===== src/rtl/priority_encoder_83.sv =====
// ============================================================================
//  Module      : priority_encoder_83
//  Description : Registered 8-to-3 priority encoder with sticky request capture
//                and a valid/ack handshake that frees the served request.
//  Revision    : 1.0 - initial release
// ============================================================================
`default_nettype none

module priority_encoder_83 #(
  parameter bit EDGE_MODE  = 1'b0,
  parameter bit PRIO_HIGH7 = 1'b1
) (
  input  logic       clk,
  input  logic       rst_n,
  input  logic [7:0] req,
  input  logic [7:0] mask,
  input  logic       ack,
  output logic [2:0] code,
  output logic       valid,
  output logic [7:0] pending,
  output logic       busy
);

  localparam logic [0:0] S_IDLE  = 1'b0;
  localparam logic [0:0] S_GRANT = 1'b1;

  logic [0:0] state_q, state_d;
  logic [2:0] code_q, code_d;
  logic       valid_q, valid_d;
  logic [7:0] pending_q, pending_d;
  logic       busy_q, busy_d;

  logic [7:0] cap;
  logic [7:0] clr;
  logic [7:0] elig;
  logic [2:0] pick;

  // Later assignment wins, so the loop direction selects the priority end.
  function automatic logic [2:0] f_pick(input logic [7:0] v);
    logic [2:0] idx;
    idx = '0;
    for (int i = 0; i < 8; i++) begin
      if (PRIO_HIGH7) begin
        if (v[i]) idx = 3'(i);
      end else begin
        if (v[7-i]) idx = 3'(7 - i);
      end
    end
    return idx;
  endfunction

  generate
    if (EDGE_MODE) begin : g_edge
      logic [7:0] req_q;
      always_ff @(posedge clk or negedge rst_n) begin
        if (!rst_n) begin
          req_q <= '0;
        end else begin
          req_q <= req;
        end
      end
      assign cap = req & ~req_q;
    end else begin : g_level
      assign cap = req;
    end
  endgenerate

  assign elig = pending_q & mask;
  assign pick = f_pick(elig);

  always_ff @(posedge clk or negedge rst_n) begin
    if (!rst_n) begin
      state_q <= S_IDLE;
    end else begin
      state_q <= state_d;
    end
  end

  always_comb begin
    state_d = state_q;
    case (state_q)
      S_IDLE:  if (elig != 8'h00) state_d = S_GRANT;
      S_GRANT: if (ack)           state_d = S_IDLE;
      default:                    state_d = S_IDLE;
    endcase
  end

  always_comb begin
    code_d  = code_q;
    valid_d = valid_q;
    clr     = '0;
    case (state_q)
      S_IDLE: begin
        valid_d = 1'b0;
        if (elig != 8'h00) begin
          code_d  = pick;
          valid_d = 1'b1;
        end
      end
      S_GRANT: begin
        valid_d = 1'b1;
        if (ack) begin
          clr       = 8'h01 << code_q;
          valid_d   = 1'b0;
        end
      end
      default: valid_d = 1'b0;
    endcase
  end

  // A fresh capture overrides the clear of the same bit.
  assign pending_d = (pending_q & ~clr) | cap;
  assign busy_d    = |(pending_d & mask);

  always_ff @(posedge clk or negedge rst_n) begin
    if (!rst_n) begin
      code_q    <= '0;
      valid_q   <= 1'b0;
      pending_q <= '0;
      busy_q    <= 1'b0;
    end else begin
      code_q    <= code_d;
      valid_q   <= valid_d;
      pending_q <= pending_d;
      busy_q    <= busy_d;
    end
  end

  assign code    = code_q;
  assign valid   = valid_q;
  assign pending = pending_q;
  assign busy    = busy_q;

endmodule

`default_nettype wire


===== config.mk =====
export PLATFORM = sky130hd
export DESIGN_NAME = priority_encoder_83
export DESIGN_NICKNAME = d
export VERILOG_FILES = /design/src/rtl/priority_encoder_83.sv
export SDC_FILE = /design/constraint.sdc
export NUM_CORES = 1
export LEC_CHECK = 0
export CORE_UTILIZATION = 42
export CTS_CLUSTER_DIAMETER = 80
export DETAILED_ROUTE_END_ITERATION = 10
export DONT_BUFFER_PORTS = 1
export SYNTH_ARGS = -nofsm -noshare
export SYNTH_HDL_FRONTEND = slang
export SYNTH_SLANG_ARGS = --single-unit

===== constraint.sdc =====
create_clock -name clk -period 4.7 [get_ports clk]
set_input_delay 0.705 -clock clk [delete_from_list [all_inputs] [get_ports clk]]
set_output_delay 0.705 -clock clk [all_outputs]
set_load 0.01 [all_outputs]

# ---- Word level (Yosys, flattened, before mapping)
# Cells that the tools add are included.
dict set report classes {
  shift 1
  n_mux 12
  n_bitwise 6
  reduce_logical 3
}
# op count
set ops {}
lappend ops {{bitwise AND 8 bit} 3}
lappend ops {{two-way mux 8 bit} 2}
lappend ops {{two-way mux 3 bit} 4}
lappend ops {{NOT 8 bit} 1}
lappend ops {{OR 8 bit} 1}
lappend ops {{nonzero test 8 bit} 1}
lappend ops {{OR reduction 8 bit} 1}
lappend ops {{<< shifter 1 x 3 -> 8 bit (first input constant)} 1}
lappend ops {{two-way mux 2 bit} 2}
lappend ops {{two-way mux 1 bit} 3}
lappend ops {{one-hot mux 1 bit (2 select lines)} 1}
lappend ops {{AND reduction 2 bit} 1}
lappend ops {{NOT 1 bit} 1}
dict set report word_totals {
  regBits 13
  out_inout_bits 13
}

# ---- Logic depth before layout (Yosys ltp)
dict set report depth {
  ltp_word 8
  depth_mapped 5
  depth_no_buf 4
}

# ---- Least setup slack after synthesis
# OpenSTA, ideal clock, no wires.
dict set report synth_timing {
  kind {input -> register}
  startpoint {input port ack}
  endpoint {register busy_q, in the netlist busy}
  setup_ns 0.129
  arrival_time_ns 1.803
  t_required_ns 4.571
  path_slack_ns 2.768
  stages 4
  cell_sequence {nor2b_4 > a31oi_1 > or4_1 > a2111o_1}
}
dict set report synth_via {
  elab_chain_cells 7
}
# item line_no
set synth_rtl {}
lappend synth_rtl {{start: declaration} 17} ;# input logic ack,
lappend synth_rtl {{two-way mux 8 bit} 102} ;# if (ack) begin
lappend synth_rtl {{two-way mux 8 bit} 92} ;# case (state_q)
lappend synth_rtl {{NOT 8 bit} 112} ;# assign pending_d = (pending_q & ~clr) | cap;
lappend synth_rtl {{bitwise AND 8 bit} 112}
lappend synth_rtl {{OR 8 bit} 112}
lappend synth_rtl {{bitwise AND 8 bit} 113} ;# assign busy_d = |(pending_d & mask);
lappend synth_rtl {{OR reduction 8 bit} 113}
lappend synth_rtl {{named net busy_d} 31} ;# logic busy_q, busy_d;
lappend synth_rtl {{end signal: assignment} 125} ;# busy_q <= busy_d;
lappend synth_rtl {{end: declaration} 31}
# The timed path passes the listed nets, and every way through them passes these cells.
# A chain may end at the register's enable or synchronous reset.

# ---- Final worst setup path
dict set report layout_timing {
  startpoint {register code_q[2], in the netlist code[2]}
  endpoint {register busy_q, in the netlist busy}
}
dict set report layout_via {
  elab_chain_cells 8
}
# item line_no
set layout_rtl {}
lappend layout_rtl {{start: declaration} 28} ;# logic [2:0] code_q, code_d;
lappend layout_rtl {{start signal: assignment} 122} ;# code_q <= code_d;
lappend layout_rtl {{<< shifter 1 x 3 -> 8 bit} 103} ;# clr = 8'h01 << code_q;
lappend layout_rtl {{two-way mux 8 bit} 102}
lappend layout_rtl {{two-way mux 8 bit} 92}
lappend layout_rtl {{NOT 8 bit} 112}
lappend layout_rtl {{bitwise AND 8 bit} 112}
lappend layout_rtl {{OR 8 bit} 112}
lappend layout_rtl {{bitwise AND 8 bit} 113}
lappend layout_rtl {{OR reduction 8 bit} 113}
lappend layout_rtl {{named net busy_d} 31}
# The timed path passes the listed nets, and every way through them passes these cells.

==> flow_summary.rst <==
.. list-table::
   :header-rows: 1

   * - Metric
     - Value
   * - Crit-path max cell delay
     - 620 ps
   * - Part of the cycle the worst path needs
     - 42.8%
   * - All-layer global routing usage
     - 19.2%
   * - P&R area growth vs syn
     - 5.11%
   * - Total power per unit cell area
     - 462 nW/um^2
   * - Final HPWL from detailed placement
     - 1.37 mm
   * - Clock-pin slew on the worst setup and hold paths
     - 80 ps
   * - Worst-case setup margin in the final layout
     - 2690 ps
   * - Count of H-tree levels built during CTS
     - 1
   * - Number of synthesized flops with an enable pin
     - 0
   * - Share of synthesized area occupied by flip-flops and latches
     - 42.8%
   * - Portion of synthesized cell area occupied by the leading cell type
     - 42.8%
   * - Port Buffer Count
     - 0
   * - Leakage power
     - 0.301 nW
   * - Worst min-delay path category
     - input pin to asynchronous set/reset pin
   * - Iteration count of the initial detailed-routing pass
     - 4
   * - Antenna diode instance count
     - 0
   * - Cell type group with the largest total delay on the critical path
     - simple AND/OR/NAND/NOR gates
   * - Setup repair after global routing missed its margin
     - false
   * - Crit path buf inv count
     - 0
   * - GR Overflow Total
     - 0
   * - Area of the die
     - 1980 sq um
   * - Yosys top cell by area
     - dfrtp_1
   * - Max FO, Critical Path
     - 11
   * - Distinct cell type count after synthesis
     - 29
   * - Effective utilization at floorplan
     - 44.5%
   * - Wire length of the first global-routing pass
     - 2.76 mm
   * - Cell Area, Synth
     - 759 sq um
   * - Post-placement setup slack
     - 2690 ps
   * - CTS Buffer Depth
     - 2
   * - Status
     - finished, final reports clean
   * - Largest clock skew in the final design
     - 0.307 ps
   * - Post-synthesis async set-or-reset flop share
     - 100%
   * - Number of global-route vias before repair
     - 640
   * - Post-CTS Setup Repair Bufs
     - 0
   * - Critical path startpoint category
     - flop
   * - Headroom to the max-slew limit
     - 67.5%
   * - Count of final max-slew check failures
     - 0
   * - Latest clock arrival within the worst-skew pair
     - 280 ps
   * - Post-Synthesis Mean Instance Area
     - 9.49 sq um
   * - Master cell of the clock root buffer
     - clkbuf_4
   * - Final Hold Vio Count
     - 0
   * - Endpoint class of the critical path
     - flop
   * - Maximum clock frequency
     - 497 MHz
   * - Critical path data arrival time
     - 2180 ps
   * - Via count
     - 659
   * - Placeable core region
     - 1710 sq um
   * - Max Cap Violations
     - 0
   * - Time the final worst path needs with I/O delays and setup
     - 2010 ps
   * - CTS Hold Buffers Added
     - 0
   * - Number of clock sinks
     - 13
   * - Placement-stage cell area
     - 772 sq um
   * - Number of ports placed on the die boundary
     - 32
   * - Fraction of layout instances using a drive strength above 1
     - 11.0%
   * - Die width
     - 44.5 microns
   * - Number of clock buffers inserted by TritonCTS
     - 3
   * - Number of placement rows
     - 15
   * - Clock tree from TritonCTS
     - built
   * - Die height
     - 44.5 microns
   * - Detailed-route wire length
     - 1.80 mm
   * - Synthesis-stage register bit count
     - 13
   * - Final weighted congestion in routability-driven placement
     - 0.769
   * - Number of vias per cell
     - 6.16
   * - Commonest register cell after synthesis
     - dfrtp_1
   * - Critical-path cell list
     - and3_2, a21oi_1, or4_1, a2111o_1
   * - Starting DRT DRC Count
     - 15
   * - Antenna violations before repair
     - 0
   * - Slew at the pin with the worst max-slew slack
     - 481 ps
   * - Critical path type
     - flop to flop
   * - Post-Synthesis Cells
     - 80
   * - Number of DRC violations after detailed routing
     - 0
   * - Critical path data required time
     - 4860 ps
   * - Leading post-synthesis cells by cell area
     - dfrtp_1 (43%), a21o_1 (8.9%), o21ai_0 (4.6%), a22oi_1 (4.0%), nand2_1 (3.5%)
   * - Antenna-violating nets left
     - 0
   * - Largest net degree at the start of global routing
     - 14
   * - Routed wire per std cell
     - 16.8 microns
   * - Net count of the finished layout
     - 102
   * - Net count after synthesis
     - 99
   * - Total setup violations reported at the end of the flow
     - 0
   * - Total number of yosys warnings
     - 0
   * - Min Hold Slack
     - 113 ps
   * - Post-CTS Resized
     - 0
   * - Setup TNS
     - 0 ps
   * - Maximum ir drop on the vdd rail
     - 0.197 mV
   * - Crit-path slowest cell
     - dfrtp_1
   * - Final design instance area without fill
     - 798 sq um
-- synthesized netlist by cell type (2+ instances only) --
cell type,number
a21o_1,9
a21o_2,2
a21oi_1,4
a22oi_1,4
a31oi_1,3
a41oi_1,2
dfrtp_1,13
inv_1,3
nand2_1,7
nand2b_1,2
nand3_1,4
nor2_1,4
o21ai_0,7
-- where the power goes --
| part | total (W) | internal (W) | switching (W) |
|---|---|---|---|
| Clock | 0.0000702 | 0.0000329 | 0.0000373 |
| Sequential | 0.000201 | 0.000136 | 0.0000656 |
| Combinational | 0.0000970 | 0.0000509 | 0.0000461 |
-- cell families (layout without fill, tap and decap cells) --
group | Yosys count | count (layout) | synth area share, %
flip-flops | 13 | 13 | 42.8
AND/OR/NAND/NOR | 27 | 27 | 21.3
AO/OA/AOI/OAI | 35 | 35 | 32.0
buffers and inverters | 5 | 7 | 3.95
-- final timing paths --
path,start,to,slack [ps],depth (start not counted)
max,code[2]$_DFFE_PN0P_,busy$_DFF_PN0_,2690,4
min,rst_n,pending[2]$_DFF_PN0_,110,0
max reg2reg,code[2]$_DFFE_PN0P_,busy$_DFF_PN0_,2690,4
min reg2reg,pending[0]$_DFF_PN0_,pending[0]$_DFF_PN0_,600,1
max in group asynchronous,rst_n,pending[7]$_DFF_PN0_,4520,0
min in group clk,req[1],pending[1]$_DFF_PN0_,510,1
-- flip-flops by register name, summed over array words and instances, names as in the netlist --
signal,flops
busy,1
code,3
pending,8
valid,1
-- per-layer routing --
| layer | vias up | wire length [microns] | part of all wire, % | GRT usage, % |
|---|---|---|---|---|
| met5 | - | 0 | 0 | 0 |
| met4 | 0 | 38 | 2.1 | 9.09 |
| met3 | 6 | 114 | 6.3 | 4.90 |
| met2 | 24 | 834 | 46 | 29.7 |
| met1 | 316 | 812 | 45 | 24.8 |
| li1 | 313 | - | - | - |
-- cells in the final DEF, fill, tap and decap left out, types with 2 or more instances in the layout --
| master | synthesis | layout |
|---|---|---|
| dfrtp_1 | 13 | 13 |
| a21o_1 | 9 | 9 |
| nand2_1 | 7 | 7 |
| o21ai_0 | 7 | 7 |
| nand3_1 | 4 | 4 |
| nor2_1 | 4 | 4 |
| a21oi_1 | 4 | 4 |
| a22oi_1 | 4 | 4 |
| inv_1 | 3 | 3 |
| a31oi_1 | 3 | 3 |
| clkbuf_4 | 0 | 3 |
| nand2b_1 | 2 | 2 |
| a41oi_1 | 2 | 2 |
| a21o_2 | 2 | 2 |
-- final cells by class --
class                      instances  area, sq um
fill                             180          910
tap                               25         31.3
sequential                        13          325
clock buffer                       4         26.3
multi-input combinational         62          404
inverter                           3         11.3
-- through the flow --
stage,power (W),utilization [%],instances
finish,0.000369,46.7,107
global route,0.000392,46.7,107
CTS,0.000370,46.7,107
detailed placement,0.000299,45.2,103
global placement,0.000297,45.2,103
floorplan,0.000284,-,80
No activity file was read; power rests on OpenSTA's default activity.
